$ cat config.mk
export PLATFORM = sky130hd
export DESIGN_NAME = itch_msg_dispatcher_flat
export DESIGN_NICKNAME = d
export VERILOG_FILES = /design/src/rtl/itch_pkg.sv /design/src/rtl/itch_msg_dispatcher_if.sv /design/src/rtl/itch_type_decode.sv /design/src/rtl/itch_msg_dispatcher.sv /design/src/flat_wrapper.sv
export SDC_FILE = /design/constraint.sdc
export NUM_CORES = 1
export LEC_CHECK = 0
export CAP_MARGIN = 20
export CORE_MARGIN = 5
export CORE_UTILIZATION = 30
export DETAILED_ROUTE_END_ITERATION = 6
export DONT_BUFFER_PORTS = 1
export MAX_ROUTING_LAYER = met4
export PLACE_DENSITY_LB_ADDON = 0.3
export SLEW_MARGIN = 20
export SYNTH_ARGS = -nofsm -noshare
export SYNTH_HDL_FRONTEND = slang
export SYNTH_SLANG_ARGS = --single-unit
$ cat constraint.sdc
create_clock -name clk -period 3.8 [get_ports clk]
set_input_delay 1.14 -clock clk [delete_from_list [all_inputs] [get_ports clk]]
set_output_delay 1.14 -clock clk [all_outputs]
set_load 0.1 [all_outputs]
$ cat src/rtl/itch_pkg.sv
// Shared ITCH definitions: message type codes, dispatcher FSM encoding and
// parser select indices.
package itch_pkg;

  localparam logic [7:0] ITCH_ADD = 8'h41;
  localparam logic [7:0] ITCH_DEL = 8'h44;
  localparam logic [7:0] ITCH_EXE = 8'h45;

  typedef logic [1:0] state_t;

  localparam state_t ST_IDLE   = 2'd0;
  localparam state_t ST_ACTIVE = 2'd1;
  localparam state_t ST_DROP   = 2'd2;
  localparam state_t ST_CLEAR  = 2'd3;

  localparam int unsigned SEL_ADD = 0;
  localparam int unsigned SEL_DEL = 1;
  localparam int unsigned SEL_EXE = 2;

  // Smallest message length the dispatcher sequencing can handle.
  localparam int unsigned MIN_LEN = 2;

endpackage

$ cat src/rtl/itch_msg_dispatcher_if.sv
// Framed beat stream from the framer into the message dispatcher.
interface itch_msg_dispatcher_if;

  logic [63:0] dataIn;
  logic        dataValid;
  logic        msgStart;
  logic        inReady;

  modport master (
    output dataIn,
    output dataValid,
    output msgStart,
    input  inReady
  );

  modport slave (
    input  dataIn,
    input  dataValid,
    input  msgStart,
    output inReady
  );

endinterface

$ cat src/rtl/itch_type_decode.sv
// Combinational ITCH type byte decode into {valid, one-hot parser select, length}.
module itch_type_decode
  import itch_pkg::*;
#(
  parameter int unsigned LEN_ADD = 5,
  parameter int unsigned LEN_DEL = 3,
  parameter int unsigned LEN_EXE = 4
) (
  input  logic [7:0] typeByte,
  output logic       valid,
  output logic [2:0] sel,
  output logic [3:0] len
);

  always_comb begin
    valid = 1'b0;
    sel   = 3'b000;
    len   = 4'd0;
    case (typeByte)
      ITCH_ADD: begin
        valid        = 1'b1;
        sel[SEL_ADD] = 1'b1;
        len          = 4'(LEN_ADD);
      end
      ITCH_DEL: begin
        valid        = 1'b1;
        sel[SEL_DEL] = 1'b1;
        len          = 4'(LEN_DEL);
      end
      ITCH_EXE: begin
        valid        = 1'b1;
        sel[SEL_EXE] = 1'b1;
        len          = 4'(LEN_EXE);
      end
      default: ;
    endcase
  end

endmodule

$ cat src/rtl/itch_msg_dispatcher.sv
// Sequences framed ITCH beats to the per-type field parsers, then pulses msgDone
// and clears the selected parser for one cycle while stalling upstream.
module itch_msg_dispatcher
  import itch_pkg::*;
#(
  parameter int unsigned FIRST_BEAT = 8,
  parameter int unsigned LEN_ADD    = 5,
  parameter int unsigned LEN_DEL    = 3,
  parameter int unsigned LEN_EXE    = 4
) (
  input  logic                  clk,
  input  logic                  rst,
  itch_msg_dispatcher_if.slave  up,
  output logic [3:0]            counter,
  output logic                  startAddOrder,
  output logic                  startOrderDelete,
  output logic                  startOrderExecuted,
  output logic [2:0]            parserClr,
  output logic                  msgDone,
  output logic [7:0]            msgType,
  output logic                  errTruncated,
  output logic                  errOrphan,
  output logic                  errUnknown,
  output logic [15:0]           cntAdd,
  output logic [15:0]           cntDel,
  output logic [15:0]           cntExe,
  output logic [15:0]           cntDrop
);

  if (LEN_ADD < MIN_LEN || LEN_DEL < MIN_LEN || LEN_EXE < MIN_LEN) begin : gen_bad_len
    $error("itch_msg_dispatcher: message lengths must be at least 2");
  end
  if (FIRST_BEAT < 1) begin : gen_bad_first
    $error("itch_msg_dispatcher: FIRST_BEAT must be at least 1");
  end

  state_t      stateQ, stateD;
  logic [2:0]  selQ, selD;
  logic [3:0]  beatIdxQ, beatIdxD;
  logic [3:0]  lenQ, lenD;
  logic [7:0]  typeQ, typeD;

  logic        inReadyQ;
  logic [2:0]  parserClrQ;
  logic        msgDoneQ;
  logic [7:0]  msgTypeQ;
  logic        errTruncQ, errOrphQ, errUnkQ;
  logic [15:0] cntAddQ, cntDelQ, cntExeQ, cntDropQ;

  logic        decValid;
  logic [2:0]  decSel;
  logic [3:0]  decLen;

  logic        accept;
  logic        present;
  logic [2:0]  presentSel;
  logic [3:0]  presentIdx;
  logic        truncate, orphan, unknown;

  itch_type_decode #(
    .LEN_ADD (LEN_ADD),
    .LEN_DEL (LEN_DEL),
    .LEN_EXE (LEN_EXE)
  ) u_decode (
    .typeByte (up.dataIn[7:0]),
    .valid    (decValid),
    .sel      (decSel),
    .len      (decLen)
  );

  assign accept = up.dataValid && inReadyQ;

  always_comb begin
    stateD     = stateQ;
    selD       = selQ;
    beatIdxD   = beatIdxQ;
    lenD       = lenQ;
    typeD      = typeQ;
    present    = 1'b0;
    presentSel = 3'b000;
    presentIdx = 4'd0;
    truncate   = 1'b0;
    orphan     = 1'b0;
    unknown    = 1'b0;
    case (stateQ)
      ST_IDLE, ST_DROP: begin
        if (accept && up.msgStart) begin
          if (decValid) begin
            present    = 1'b1;
            presentSel = decSel;
            selD       = decSel;
            beatIdxD   = 4'd1;
            lenD       = decLen;
            typeD      = up.dataIn[7:0];
            stateD     = ST_ACTIVE;
          end else begin
            unknown = 1'b1;
            stateD  = ST_DROP;
          end
        end else if (accept && stateQ == ST_IDLE) begin
          orphan = 1'b1;
        end
      end
      ST_ACTIVE: begin
        if (accept && up.msgStart) begin
          // New message while one is open: discard the beat, upstream resends.
          truncate = 1'b1;
          stateD   = ST_IDLE;
        end else if (accept) begin
          present    = 1'b1;
          presentSel = selQ;
          presentIdx = beatIdxQ;
          beatIdxD   = beatIdxQ + 4'd1;
          if (beatIdxQ == lenQ - 4'd1) begin
            stateD = ST_CLEAR;
          end
        end
      end
      ST_CLEAR: stateD = ST_IDLE;
      default:  stateD = ST_IDLE;
    endcase
  end

  assign counter            = present ? 4'(FIRST_BEAT) + presentIdx : 4'd0;
  assign startAddOrder      = present && presentSel[SEL_ADD];
  assign startOrderDelete   = present && presentSel[SEL_DEL];
  assign startOrderExecuted = present && presentSel[SEL_EXE];

  always_ff @(posedge clk or negedge rst) begin
    if (!rst) begin
      stateQ   <= ST_IDLE;
      selQ     <= 3'b000;
      beatIdxQ <= 4'd0;
      lenQ     <= 4'd0;
      typeQ    <= 8'h00;
    end else begin
      stateQ   <= stateD;
      selQ     <= selD;
      beatIdxQ <= beatIdxD;
      lenQ     <= lenD;
      typeQ    <= typeD;
    end
  end

  // Registered outputs are computed from the next state so they line up with it.
  always_ff @(posedge clk or negedge rst) begin
    if (!rst) begin
      inReadyQ   <= 1'b1;
      parserClrQ <= 3'b000;
      msgDoneQ   <= 1'b0;
      msgTypeQ   <= 8'h00;
      errTruncQ  <= 1'b0;
      errOrphQ   <= 1'b0;
      errUnkQ    <= 1'b0;
    end else begin
      inReadyQ  <= (stateD != ST_CLEAR);
      msgDoneQ  <= (stateD == ST_CLEAR);
      errTruncQ <= truncate;
      errOrphQ  <= orphan;
      errUnkQ   <= unknown;
      if (stateD == ST_CLEAR) begin
        parserClrQ <= selD;
        msgTypeQ   <= typeQ;
      end else if (truncate) begin
        parserClrQ <= selQ;
      end else begin
        parserClrQ <= 3'b000;
      end
    end
  end

  always_ff @(posedge clk or negedge rst) begin
    if (!rst) begin
      cntAddQ  <= 16'h0000;
      cntDelQ  <= 16'h0000;
      cntExeQ  <= 16'h0000;
      cntDropQ <= 16'h0000;
    end else begin
      if (stateQ == ST_CLEAR) begin
        if (selQ[SEL_ADD]) cntAddQ <= cntAddQ + 16'd1;
        if (selQ[SEL_DEL]) cntDelQ <= cntDelQ + 16'd1;
        if (selQ[SEL_EXE]) cntExeQ <= cntExeQ + 16'd1;
      end
      if ((truncate || unknown) && cntDropQ != 16'hFFFF) begin
        cntDropQ <= cntDropQ + 16'd1;
      end
    end
  end

  assign up.inReady   = inReadyQ;
  assign parserClr    = parserClrQ;
  assign msgDone      = msgDoneQ;
  assign msgType      = msgTypeQ;
  assign errTruncated = errTruncQ;
  assign errOrphan    = errOrphQ;
  assign errUnknown   = errUnkQ;
  assign cntAdd       = cntAddQ;
  assign cntDel       = cntDelQ;
  assign cntExe       = cntExeQ;
  assign cntDrop      = cntDropQ;

endmodule

$ cat src/flat_wrapper.sv
// flat-port wrapper written by rule: the top's interface ports become plain ports
module itch_msg_dispatcher_flat import itch_pkg::*;
#(
  parameter int unsigned FIRST_BEAT = 8,
  parameter int unsigned LEN_ADD    = 5,
  parameter int unsigned LEN_DEL    = 3,
  parameter int unsigned LEN_EXE    = 4
)
  (clk, rst, counter, startAddOrder, startOrderDelete, startOrderExecuted, parserClr, msgDone, msgType, errTruncated, errOrphan, errUnknown, cntAdd, cntDel, cntExe, cntDrop, up_dataIn, up_dataValid, up_msgStart, up_inReady);
  itch_msg_dispatcher_if up_i ();
  input  logic clk;
  input  logic rst;
  output logic [3:0] counter;
  output logic startAddOrder;
  output logic startOrderDelete;
  output logic startOrderExecuted;
  output logic [2:0] parserClr;
  output logic msgDone;
  output logic [7:0] msgType;
  output logic errTruncated;
  output logic errOrphan;
  output logic errUnknown;
  output logic [15:0] cntAdd;
  output logic [15:0] cntDel;
  output logic [15:0] cntExe;
  output logic [15:0] cntDrop;
  input wire logic [$bits(up_i.dataIn)-1:0] up_dataIn;
  input wire logic [$bits(up_i.dataValid)-1:0] up_dataValid;
  input wire logic [$bits(up_i.msgStart)-1:0] up_msgStart;
  output wire logic [$bits(up_i.inReady)-1:0] up_inReady;
  assign up_i.dataIn = up_dataIn;
  assign up_i.dataValid = up_dataValid;
  assign up_i.msgStart = up_msgStart;
  assign up_inReady = up_i.inReady;
  itch_msg_dispatcher #(.FIRST_BEAT(FIRST_BEAT), .LEN_ADD(LEN_ADD), .LEN_DEL(LEN_DEL), .LEN_EXE(LEN_EXE)) u_core (.clk(clk), .rst(rst), .up(up_i), .counter(counter), .startAddOrder(startAddOrder), .startOrderDelete(startOrderDelete), .startOrderExecuted(startOrderExecuted), .parserClr(parserClr), .msgDone(msgDone), .msgType(msgType), .errTruncated(errTruncated), .errOrphan(errOrphan), .errUnknown(errUnknown), .cntAdd(cntAdd), .cntDel(cntDel), .cntExe(cntExe), .cntDrop(cntDrop));
endmodule
==> reports/results.txt <==
Max Cap Viol -> 0
Antenna Nets Post-Route -> 0
CTS tree -> yes
Flops & latches, synth -> 100
Worst path required time -> 2.66 ns
Placed insts -> 573
PnR worst setup slack -> 0.112 ns
Slowest Stage Delay on Critical Path -> 0.57 ns
Via density -> 4.77
Area grow syn2layout -> 17.8%
Unrepaired setup endpoints after global routing -> no
Worst Skew -> 0.00693 ns
Total die area -> 0.0170 mm2
GPL Wtd Cong -> 0.788
Top_reg_cell synth -> dfrtp_1
Slew headroom -> 29.1%
Slowest CP cell -> or4_4
Top cells by area, synth -> dfrtp_1, xnor2_1, nand2_1
Final Max Tran Viols -> 0
Final min period -> 3.69 ns
Post-Layout Inst Area -> 0.00511 mm2
Synth top area share -> 57.1%
Fin crit share -> 97.0%
Post-Route WL -> 9330 um
DR WL/cell -> 15.8 um
Post-synth EDFFs -> 0
Buf/Inv on CP -> 1
Leak pwr -> 0.00238 uW
Register area share after synthesis -> 57.7%
Post-synthesis cell type count -> 42
Clock Latency Late Sink -> 0.34 ns
Tightest Hold Check Type -> flip-flop to flip-flop
Starting DRT DRC Count -> 114
CTS Buf Count -> 9
Diodes inserted -> 0
YS warnings -> 0
Post-layout util -> 35.6%
Setup crit end kind -> primary output
Max Buffers Root-to-Sink -> 2
Final std cells w/o fill -> 589
Port buffer count -> 0
Worst-margin pin slew -> 1.06 ns
VDD IR-drop max -> 0.000625 V
Post-Synthesis Cell Area -> 0.00434 mm2
Worst Setup Start Kind -> input port
Hold buffer count at CTS -> 0
Power Density -> 490 mW/mm2
Die H -> 130 um
Initial antenna violation count -> 0
Root Buffer -> clkbuf_16
Family with the most delay on the worst path -> simple AND/OR/NAND/NOR gates
Starting Density -> 30.2%
Cell Chain, Critical Path -> or4_4, nor3_4, nand2_1, o21ai_2, buf_12
Reg clk slew, reported paths -> 0.07 ns
DRC viols -> 0
Vias in the first global route -> 2803
Post-cts sizing count -> 0
# rows -> 44
Pin count of the biggest net entering global routing -> 101
Post-Place Cell Area -> 0.00479 mm2
Post-synth top area cell -> dfrtp_1
Post-CTS Setup Repair Bufs -> 0
Synth Net Count -> 450
Core Area -> 0.0144 mm2
DP Worst Slack -> 0.117 ns
Global Route Usage Sum -> 11.9%
Crit Path Class -> input port to primary output
Final setup viols -> 0
FMAX -> 0.271 GHz
Syn Area/Cell -> 11.5 um2
DRT Pass-1 Iters -> 4
Ys async rst share -> 100%
Width of the chip -> 130 um
Final nets -> 474
Worst-path maximum fanout -> 5
First-pass GRT wire length -> 15100 um
CP Data Arrival Time -> 2.55 ns
Fin Setup TNS -> 0 ns
Post-DP HPWL -> 6640 um
I/O pin count -> 155
Htree depth -> 3
DR vias -> 2811
Fin. Hold Viols -> 0
Global route overflow -> 0
Synth Instances -> 376
Status -> complete, no violations
Layout cells sized above 1 -> 15.3%
Sink Count -> 100
[path summary, 6_finish.rpt]
check / startpoint / endpoint / slack (ns) / cells past startpoint
setup / recovery: up_dataIn[1] / startAddOrder / 0.11 / 5
hold / removal: u_core.typeQ[6]$_DFFE_PN0P_ / u_core.typeQ[6]$_DFFE_PN0P_ / 0.47 / 1
setup reg to reg: u_core.cntDrop[0]$_DFFE_PN0P_ / u_core.cntDrop[11]$_DFFE_PN0P_ / 1.17 / 6
hold reg to reg: u_core.typeQ[6]$_DFFE_PN0P_ / u_core.typeQ[6]$_DFFE_PN0P_ / 0.47 / 1
max in group asynchronous: rst / u_core.up.inReady$_DFF_PN1_ / 3.09 / 0
min in group asynchronous: rst / u_core.cntAdd[10]$_DFFE_PN0P_ / 0.49 / 0
[Yosys cell counts (2+ instances only)]
master and count:
buf_2 3, nor2_1 21, and4_1 5, a21oi_1 3
nand2_1 45, xor2_1 19, nand4_1 21, clkbuf_1 3
nor4_1 3, nor2b_1 6, o21ai_0 6, dfrtp_1 99
and2_1 10, nand3_1 19, nand2b_1 3, xnor2_1 45
and3_1 13, ha_1 6, inv_1 8, mux2_2 11
nor3_1 5, nor3_2 2
[worst register-to-register path, cell delays in order, from the launching register on]
cell and delay, ns:
dfrtp_1 0.76, ha_1 0.46, nand4_1 0.10, nor4_1 0.09, nor3_2 0.67, nand4_1 0.21
xnor2_1 0.19
[stage by stage]
step	total power [uW]	hold slack, ns
2_1_floorplan	1500	0.435
3_3_place_gp	1530	0.452
3_5_place_dp	1530	0.465
4_1_cts	2550	0.466
5_1_grt	2610	0.459
6_report	2500	0.472
[registers in the layout, summed over array words and instances, names as in the netlist, 2 cells and up]
| name | count |
|---|---|
| u_core.beatIdxQ | 4 |
| u_core.msgType | 8 |
| u_core.parserClr | 3 |
| u_core.typeQ | 8 |
| u_core.cntAdd | 16 |
| u_core.cntDrop | 16 |
| u_core.cntExe | 16 |
| u_core.selQ | 3 |
| u_core.stateQ | 2 |
| u_core.cntDel | 16 |
| u_core.lenQ | 3 |
[metal layers]
layer	part of all wire, %	up-vias	wire, um	global-route usage, %
li1	-	1343	-	-
met1	46	1384	4290	15.2
met2	46	73	4250	17.1
met3	6.8	11	634	3.85
met4	1.7	0	155	5.38
met5	0	-	0	-
[cell families (layout without fill, tap and decap cells)]
family / count (synthesis) / in the layout / share of synthesized area, %
AND/OR/NAND/NOR: 161 / 161 / 20.1
flip-flops: 100 / 100 / 57.7
XOR/XNOR: 64 / 64 / 12.9
AO/OA/AOI/OAI: 18 / 18 / 2.85
buffers and inverters: 15 / 44 / 1.56
multiplexers: 12 / 12 / 3.20
adder cells (fa/ha/maj): 6 / 6 / 1.73
[where the power goes]
part / leakage (uW) / switching (uW) / total (uW) / internal [uW]
Sequential: 0.00136 / 308 / 1410 / 1100
Combinational: 0.000867 / 50.1 / 98.8 / 48.7
Clock: 0.000156 / 415 / 997 / 582
[cells in the final DEF, fill, tap and decap left out, types with 2 or more instances in the layout]
cell type  count
dfrtp_1       99
nor4_1         2
nand2b_1       3
and4_1         5
clkbuf_16      9
inv_1          8
nor3_1         5
nor2_1        21
nand4_1       21
nand2_1       45
nand3_1       19
and3_1        13
inv_6          2
and2_1        10
mux2_2        11
buf_4         14
nor3_2         2
buf_12         6
xor2_1        19
o21ai_2        2
bufinv_16      2
ha_1           6
o21ai_0        4
xnor2_1       45
a21oi_1        3
nor2b_1        6
[layout make-up]
class / count / area, um2
Clock buffer: 9 / 225
Tap cell: 184 / 230
Clock inverter: 7 / 98.8
Fill cell: 1421 / 9260
Timing Repair Buffer: 20 / 225
Inverter: 8 / 30.0
Multi-Input combinational cell: 261 / 1800
Sequential cell: 100 / 2500
(Power assumes the default switching activity.)
